[config.mk]
export PLATFORM = sky130hd
export DESIGN_NAME = off_chip_rx
export DESIGN_NICKNAME = d
export VERILOG_FILES = /design/src/rtl/off_chip_rx.sv
export SDC_FILE = /design/constraint.sdc
export NUM_CORES = 1
export LEC_CHECK = 0
export BUFFER_PORTS_ARGS = -buffer_cell sky130_fd_sc_hd__buf_2
export CORE_MARGIN = 1
export CORE_UTILIZATION = 58
export CTS_CLUSTER_SIZE = 40
export DETAILED_ROUTE_END_ITERATION = 8
export HOLD_SLACK_MARGIN = 0.06
export MAX_ROUTING_LAYER = met4
export PLACE_DENSITY = 0.79
export SLEW_MARGIN = 20
export SYNTH_ARGS = -nofsm -noshare
export SYNTH_HDL_FRONTEND = slang
export SYNTH_SLANG_ARGS = --single-unit
export TNS_END_PERCENT = 50
[constraint.sdc]
create_clock -name clk -period 2.4 [get_ports clk]
set_input_delay 0.48 -clock clk [delete_from_list [all_inputs] [get_ports clk]]
set_output_delay 0.48 -clock clk [all_outputs]
set_load 0.01 [all_outputs]
[src/rtl/off_chip_rx.sv]
// Off-chip link receiver: buffers 4-bit link words, pairs them into bytes and returns credits.
// Optional sticky overflow flag enabled by defining OFF_CHIP_RX_OVF_CHECK_EN.
module off_chip_rx #(
  parameter int DEPTH = 8
) (
  input  logic       clk,
  input  logic       rst_n,
  input  logic       lnk_valid,
  input  logic [3:0] lnk_data,
  output logic       lnk_credit,
  output logic [7:0] data_out,
  output logic       valid_out,
  input  logic       ready,
  output logic       ovf_err
);

  localparam int AW = $clog2(DEPTH);

  typedef enum logic [1:0] {S_LO, S_HI, S_OUT} state_e;

  state_e     state_q, state_d;
  logic [AW:0] wptr_q, wptr_d, rptr_q, rptr_d;
  logic [3:0] mem_q [DEPTH];
  logic [3:0] lo_q, lo_d;
  logic [7:0] data_q, data_d;
  logic       valid_q, valid_d;
  logic       credit_q, credit_d;
  logic       empty, full, push, pop;
  logic [3:0] rdWord;

  assign empty  = (wptr_q == rptr_q);
  assign full   = (wptr_q[AW] != rptr_q[AW]) && (wptr_q[AW-1:0] == rptr_q[AW-1:0]);
  assign push   = lnk_valid && !full;
  assign rdWord = mem_q[rptr_q[AW-1:0]];

  always_ff @(posedge clk) begin
    if (push) begin
      mem_q[wptr_q[AW-1:0]] <= lnk_data;
    end
  end

  always_ff @(posedge clk) begin
    if (!rst_n) begin
      state_q <= S_LO;
    end else begin
      state_q <= state_d;
    end
  end

  always_comb begin
    state_d = state_q;
    case (state_q)
      S_LO:    if (!empty) state_d = S_HI;
      S_HI:    if (!empty) state_d = S_OUT;
      S_OUT:   if (ready)  state_d = empty ? S_LO : S_HI;
      default: state_d = S_LO;
    endcase
  end

  // In S_OUT an accepted byte may immediately pop the next low word.
  always_comb begin
    pop     = 1'b0;
    lo_d    = lo_q;
    data_d  = data_q;
    valid_d = valid_q;
    case (state_q)
      S_LO: begin
        if (!empty) begin
          pop  = 1'b1;
          lo_d = rdWord;
        end
      end
      S_HI: begin
        if (!empty) begin
          pop     = 1'b1;
          data_d  = {rdWord[3:2], lo_q[3:2], rdWord[1:0], lo_q[1:0]};
          valid_d = 1'b1;
        end
      end
      S_OUT: begin
        if (ready) begin
          valid_d = 1'b0;
          if (!empty) begin
            pop  = 1'b1;
            lo_d = rdWord;
          end
        end
      end
      default: begin
        pop     = 1'b0;
        valid_d = 1'b0;
      end
    endcase
  end

  assign wptr_d   = wptr_q + {{AW{1'b0}}, push};
  assign rptr_d   = rptr_q + {{AW{1'b0}}, pop};
  assign credit_d = pop && (&rptr_q[AW-2:0]);

  always_ff @(posedge clk) begin
    if (!rst_n) begin
      wptr_q   <= '0;
      rptr_q   <= '0;
      lo_q     <= '0;
      data_q   <= '0;
      valid_q  <= 1'b0;
      credit_q <= 1'b0;
    end else begin
      wptr_q   <= wptr_d;
      rptr_q   <= rptr_d;
      lo_q     <= lo_d;
      data_q   <= data_d;
      valid_q  <= valid_d;
      credit_q <= credit_d;
    end
  end

  assign data_out   = data_q;
  assign valid_out  = valid_q;
  assign lnk_credit = credit_q;

`ifdef OFF_CHIP_RX_OVF_CHECK_EN
  logic ovf_q, ovf_d;

  assign ovf_d = ovf_q | (lnk_valid && full);

  always_ff @(posedge clk) begin
    if (!rst_n) begin
      ovf_q <= 1'b0;
    end else begin
      ovf_q <= ovf_d;
    end
  end

  assign ovf_err = ovf_q;
`else
  assign ovf_err = 1'b0;
`endif

endmodule

==> results.tsv, run 1 <==
stage	metric	value	unit
clocking	cts.repair.resized	0	
clocking	tritoncts	done	
grt	grt_pass1_wl	6.451	mm
setup_path	timing.rr.end	wptr_q[2]$_SDFF_PN0_	
synth	post_synth_xor_area_fraction	5.556	%
setup_path	worst_ep_required_time	2.61	ns
timing	postLayoutSetupSlackWorst	0.2804	ns
routing	drt_pass1_iterations	4	
synth	yosys_register_bits	56	
placement	gp_congestion	0.7740	
floorplanning	dieWidth	65.85	µm
timing	finalHoldViolCount	0	
setup_path	worst_reg2reg_path_depth	7	
floorplanning	core_region_area	3771	µm²
placement	place_hpwl	2.774	mm
floorplanning	die_h	65.85	µm
setup_path	critPathArrivalTime	2.32	ns
clocking	clock_latency	0.30	ns
synth	synth.yosys.seq_area_share	60.95	%
timing	tns	0	ns
clocking	clockBufferDepth	2	
synth	syn-cell-area	2365	µm²
synth	synth_cells	165	
finish	drive_above_1_share	24.59	%
synth	async_flop_share	0	%
routing	route.detailed.wl_per_inst	16.91	µm
setup_path	critical_path.endpoint_type	flip-flop	
grt	grt.total_usage	21.37	%
timing	worst_pin_slew	0.6723	ns
routing	drc_errors	0	
timing	worst_slew_margin_rel	54.84	%
grt	first_global_vias	1325	
clocking	cts_buffers	5	
synth	largest_family_of_logic_cells_by_synthesized_area	simple AND/OR/NAND/NOR gates	
placement	post-place-ws	0.1493	ns
grt	grt_start_max_net_pins	30	
timing	rsz_0062_raised_after_global_routing	no	
power_and_ir_drop	peakVddDrop	0.0004411	V
floorplanning	pin_count	19	
finish	num-nets-final	194	
clocking	ctsHoldBuffers	0	
timing	max_freq	471.8	MHz
routing	detail_route.wirelength	3.906	mm
synth	yosys.area_share.simple	10.58	%
hold_path	min_delay_path_depth	2	
finish	stdcell_count	231	
grt	grt_antenna_before_repair	0	
finish	synthToLayoutAreaGrowth	8.889	%
synth	postSynthAreaPerCell	14.33	µm²
routing	vias	1322	
timing	maxSlewViolCount	0	
floorplanning	floorplan.die_area	4336	µm²
timing	final.min_clock_period	2.120	ns
synth	complex_gate_fraction_of_the_synthesized_area	6.984	%
hold_path	worstHoldPathType	flip-flop to flip-flop	
setup_path	critPathKind	flip-flop to flip-flop	
clocking	cts_max_level	2	
grt	gr-total-overflow	0	
floorplanning	row_count	22	
setup_path	crit_fanout	7	
synth	synthAdderAreaFrac	2.116	%
setup_path	r2r-start	wptr_q[2]$_SDFF_PN0_	
timing	finalClockSkew	0.003393	ns
setup_path	timing.critical_path.to	wptr_q[2]$_SDFF_PN0_	
synth	muxShareOfSynthArea	9.471	%
finish	num_antenna_cells	0	
clocking	tritoncts_num_sinks	56	
timing	finalSetupViolations	0	
setup_path	cp-startpoint	wptr_q[2]$_SDFF_PN0_	
synth	yosysUniqueCellTypes	36	
routing	initialDrtViolationCount	102	
finish	fillCellCount	257	
setup_path	r2r_slack	0.28	ns
clocking	clk_pin_slew_worst_paths	0.09	ns
run_status	run_status	completed	
routing	drtAntennaViolNets	0	
power_and_ir_drop	power.static_leakage	0.9380	nW
clocking	cts_root_buf	clkbuf_8	
hold_path	min_from	data_out[5]$_SDFFE_PN0P_	
synth	mappedNetlistNets	177	
clocking	post-cts-setup-buffers	0	
routing	post_drt_via_cell_ratio	5.723	
placement	count_of_buffers_inserted_at_the_top_level_ports	17	
synth	ys_warn_count	0	
finish	final_core_util	68.28	%
power_and_ir_drop	pwr_density_cell	937.6	nW/µm²
synth	synthFlopType	edfxtp_1	
run	drv.max_cap_violation_count	0	
floorplanning	floorplan.initialDensity	62.71	%
timing	timing.final.crit_share	88.32	%
setup_path	setup.worst_path.start_class	flip-flop	
placement	placedCellCount	223	
synth	post_synth_edffs	32	
==> registers in the layout (all words and copies together) (netlist names) <==
name        flops
mem_q          32
lnk_credit      1
wptr_q          4
state_q         2
lo_q            4
valid_out       1
data_out        8
rptr_q          4
==> per-layer routing <==
metal / vias up / part of all wire, % / wire length [µm] / global-route usage (%)
li1: 641 / - / - / -
met1: 661 / 44 / 1736 / 26.67
met2: 20 / 53 / 2053 / 35.08
met3: 0 / 3.0 / 116 / 5.862
met4: 0 / 0 / 0 / 4.348
met5: - / 0 / 0 / -
==> cells in the mapped netlist (5+ instances only) <==
cell type,n,area share [%]
and2_1,9,2.4
mux4_2,7,6.7
o21ai_1,8,1.7
nand2_1,7,1.1
nand3_1,7,1.5
edfxtp_1,32,41
dfxtp_1,24,20
o21ai_0,5,1.1
a21oi_1,6,1.3
==> metrics by stage <==
step                hold slack [ns]  power [W]  area [µm²]
finish                       0.4517   0.002414        2575
global route                 0.4540   0.002543        2575
CTS                          0.4543   0.002420        2567
detailed placement           0.4416   0.001835        2460
global placement             0.4343   0.001805        2460
floorplan                    0.4336   0.001700        2365
==> how the worst min path moves through the flow <==
| stage | endpoint |
|---|---|
| after floorplan | data_out[5]$_SDFFE_PN0P_ |
| after global placement | data_out[1]$_SDFFE_PN0P_ |
| after detailed placement | data_out[5]$_SDFFE_PN0P_ |
| after CTS | data_out[5]$_SDFFE_PN0P_ |
| after global routing | mem_q[1][3]$_DFFE_PP_ |
| final | data_out[5]$_SDFFE_PN0P_ |
==> report_power, final <==
| group | internal, W | switching, W | total (W) |
|---|---|---|---|
| Combinational | 0.000281 | 0.000324 | 0.000605 |
| Clock | 0.000310 | 0.000289 | 0.000599 |
| Sequential | 0.00113 | 0.0000819 | 0.00121 |
| Total | 0.00172 | 0.000695 | 0.00241 |
==> worst max-delay path, stage by stage, from the launching register on <==
cell,delay [ns]
dfxtp_1,0.55
xor2_4,0.15
o41ai_2,0.42
inv_1,0.15
ha_1,0.23
ha_1,0.20
xor2_1,0.16
and2_1,0.17
==> layout by cell type, fill, tap and decap left out, drive strengths merged, types with 2 or more instances in the layout <==
cell	n
mux2i	4
nor2	4
xnor2	3
clkbuf	6
nand3	7
o21a	2
xor2	6
mux4	8
and2	9
buf	23
o311ai	4
nand2	7
nand2b	3
a21oi	6
edfxtp	32
nor3	4
ha	4
o21ai	13
dfxtp	24
nor2b	4
==> final cells by class <==
class	instances	area, µm²	share of cell area [%]
repair buffers	23	130.1	5.053
multi-input cells	95	832.0	32.31
inverters	1	3.754	0.1458
clock inverters	2	35.03	1.361
clock buffers	6	72.57	2.818
flip-flops and latches	56	1441	55.98
well taps	48	60.06	2.332
==> cells by family after synthesis <==
| kind of cell | after synthesis |
|---|---|
| XOR/XNOR | 9 |
| flip-flops | 56 |
| adder cells (fa/ha/maj) | 4 |
| AO/OA/AOI/OAI | 27 |
| buffers and inverters | 14 |
| AND/OR/NAND/NOR | 42 |
| multiplexers | 12 |
| other | 1 |
Note: power is estimated with default switching activity, not from simulation.
==> run 2: changes to the inputs <==
--- a/config.mk
+++ b/config.mk
@@ -8,6 +8,7 @@
 export BUFFER_PORTS_ARGS = -buffer_cell sky130_fd_sc_hd__buf_2
 export CORE_MARGIN = 1
 export CORE_UTILIZATION = 58
+export CTS_BUF_LIST = sky130_fd_sc_hd__clkbuf_16
 export CTS_CLUSTER_SIZE = 40
 export DETAILED_ROUTE_END_ITERATION = 8
 export HOLD_SLACK_MARGIN = 0.06
==> run 2 against run 1 <==
  * Register-to-register slack got worse by 0.02 ns
  * Final area grew 2.2%
  * Count of clock-buffer cells in the layout down 1
  * Die area unchanged
  * Largest cell class unchanged
  * Core utilization increased by 1.5 points
  * Non-clock buffer count unchanged
  * Sequential power barely moved
  * Setup slack worse by 0.017 ns
  * Flip-flop and latch count is the same
  * Clock power grew 32%
  * Hold slack got worse by 0.0046 ns
==> results.tsv, run 2 (same netlist as run 1, synthesis figures left out) <==
stage	metric	value	unit
finish	drive_above_1_share	24.59	%
finish	layout_commonest_cell	edfxtp_1	
placement	post-place-ws	0.1493	ns
finish	num_antenna_cells	0	
clocking	tritoncts	done	
floorplanning	row_count	22	
setup_path	critical_path.cell_chain	xor2_4 -> nor4_4 -> a21oi_1 -> ha_1 -> ha_1 -> xor2_1 -> and2_1	
timing	finalSetupViolations	0	
placement	gp_congestion	0.7740	
clocking	cts_max_level	2	
grt	grt_pass1_wl	6.927	mm
floorplanning	die_h	65.85	µm
routing	drt_pass1_iterations	4	
run_status	run_status	completed	
power_and_ir_drop	pwr_density_cell	999.9	nW/µm²
finish	synthToLayoutAreaGrowth	11.27	%
power_and_ir_drop	p_sw	0.0007305	W
setup_path	critical-path-top-delay-family	simple AND/OR/NAND/NOR gates	
timing	worst_pin_slew	0.6560	ns
setup_path	r2r_slack	0.26	ns
routing	drc_errors	0	
setup_path	setup.worst_path.start_class	flip-flop	
floorplanning	floorplan.die_area	4336	µm²
setup_path	critPathArrivalTime	2.32	ns
floorplanning	pin_count	19	
setup_path	timing.rr.end	rptr_q[2]$_SDFF_PN0_	
power_and_ir_drop	pwr-share-comb	23.7	%
setup_path	timing.critical_path.mode_cell	ha_1	
timing	max_freq	468.0	MHz
power_and_ir_drop	proportion_of_total_power_due_to_net_switching	27.76	%
grt	grt_antenna_before_repair	0	
grt	first_global_vias	1355	
setup_path	worst_ep_required_time	2.58	ns
setup_path	timing.critical_path.to	rptr_q[2]$_SDFF_PN0_	
timing	rsz_0062_raised_after_global_routing	no	
power_and_ir_drop	clock_power_share	30.1	%
run	drv.max_cap_violation_count	0	
setup_path	cp-startpoint	wptr_q[2]$_SDFF_PN0_	
routing	initialDrtViolationCount	152	
finish	final_core_util	69.77	%
routing	vias	1328	
power_and_ir_drop	sequential_share_of_power	46.2	%
placement	placedCellCount	223	
floorplanning	floorplan.initialDensity	62.71	%
finish	largest_reg_flops	32	
clocking	ctsHoldBuffers	0	
clocking	clockBufferDepth	2	
routing	route.detailed.wl_per_inst	18.23	µm
clocking	clock_latency	0.29	ns
setup_path	critPathKind	flip-flop to flip-flop	
setup_path	timing.critical_path.buf_inv	0	
routing	drtAntennaViolNets	0	
grt	grt.total_usage	23.35	%
timing	final.min_clock_period	2.137	ns
placement	place_hpwl	2.774	mm
timing	postLayoutSetupSlackWorst	0.2633	ns
routing	detail_route.wirelength	4.210	mm
setup_path	worst_reg2reg_path_depth	7	
finish	stdcell_count	231	
clocking	cts_root_buf	clkbuf_16	
timing	finalHoldViolCount	0	
setup_path	worstSetupPathDepth	7	
routing	post_drt_via_cell_ratio	5.749	
timing	tns	0	ns
timing	timing.final.crit_share	89.03	%
setup_path	critPathSlowestCell	dfxtp_1	
clocking	cts_buffers	5	
grt	gr-total-overflow	0	
clocking	tritoncts_num_sinks	56	
setup_path	max_stage_delay	0.54	ns
grt	grt_start_max_net_pins	30	
power_and_ir_drop	internal-power	0.001901	W
finish	fillCellCount	245	
power_and_ir_drop	power.static_leakage	0.9678	nW
power_and_ir_drop	peakVddDrop	0.0004428	V
setup_path	crit_fanout	8	
placement	count_of_buffers_inserted_at_the_top_level_ports	17	
finish	num-nets-final	194	
finish	final_cell_mix	32 x edfxtp_1, 24 x dfxtp_1, 17 x buf_2, 9 x and2_1, 8 x o21ai_1	
setup_path	r2r-start	wptr_q[2]$_SDFF_PN0_	
timing	maxSlewViolCount	0	
clocking	clk_pin_slew_worst_paths	0.07	ns
hold_path	worstHoldPathType	flip-flop to flip-flop	
timing	worst_slew_margin_rel	56.27	%
setup_path	critical_path.endpoint_type	flip-flop	
timing	finalClockSkew	0.004076	ns
floorplanning	core_region_area	3771	µm²
floorplanning	dieWidth	65.85	µm
[run 2: changes by cell type in the layout (fill, tap and decap cells not counted), sizes merged]
cell and change:
clkbuf -1, inv +1
[run 2: power by group through the flow]
stage / clock network, W / registers (W) / logic, W
final: 0.000791 / 0.00122 / 0.000624
after detailed placement: 0 / 0.00123 / 0.000604
after floorplan: 0 / 0.00122 / 0.000482
after global routing: 0.000843 / 0.00123 / 0.000688
after CTS: 0.000801 / 0.00121 / 0.000617
after global placement: 0 / 0.00122 / 0.000581
[run 2: worst min-delay path by stage]
stage	depth (start not counted)	startpoint	slack, ns	to
after floorplan	2	lo_q[3]$_SDFFE_PN0P_	0.43	data_out[5]$_SDFFE_PN0P_
after global placement	2	data_out[1]$_SDFFE_PN0P_	0.43	data_out[1]$_SDFFE_PN0P_
after detailed placement	2	data_out[5]$_SDFFE_PN0P_	0.44	data_out[5]$_SDFFE_PN0P_
after CTS	2	data_out[5]$_SDFFE_PN0P_	0.45	data_out[5]$_SDFFE_PN0P_
after global routing	2	data_out[5]$_SDFFE_PN0P_	0.48	data_out[5]$_SDFFE_PN0P_
final	2	data_out[5]$_SDFFE_PN0P_	0.45	data_out[5]$_SDFFE_PN0P_
[run 2: layout make-up]
type	count	area, µm²	share of cell area [%]
clock buffers	5	125.1	4.755
clock inverters	3	38.79	1.474
inverters	1	3.754	0.1427
multi-input cells	95	832.0	31.62
flip-flops and latches	56	1441	54.78
well taps	48	60.06	2.282
repair buffers	23	130.1	4.945
[run 2: worst reg2reg max path: cells and delay by family, from the launching register on]
kind                       cells  cell delay (ns)
adders and majority gates      2             0.45
and+or+nand+nor                2             0.60
AOI/OAI and AO/OA              1             0.15
xor gates and xnor gates       2             0.29
DFF                            1             0.54
[run 2: repair_timing]
action	CTS	global route
resized for setup	0	1
endpoints found under the hold margin	0	0
buffers inserted	0	0
endpoints found under the setup margin	0	1
[run 2: per-layer routing]
layer	part of all wire [%]	vias to the layer above	routed length [µm]	track usage [%]
li1	-	637	-	-
met5	0	-	0	-
met3	3.3	7	137	4.828
met1	46	656	1917	30.12
met2	50	28	2102	37.24
met4	1.3	0	53	7.337
[run 2: metrics by stage]
step | instance area [µm²] | hold slack [ns] | power, W
after global placement | 2460 | 0.4343 | 0.001805
after CTS | 2624 | 0.4504 | 0.002631
after floorplan | 2365 | 0.4336 | 0.001700
final | 2631 | 0.4471 | 0.002631
after detailed placement | 2460 | 0.4416 | 0.001835
after global routing | 2631 | 0.4760 | 0.002761
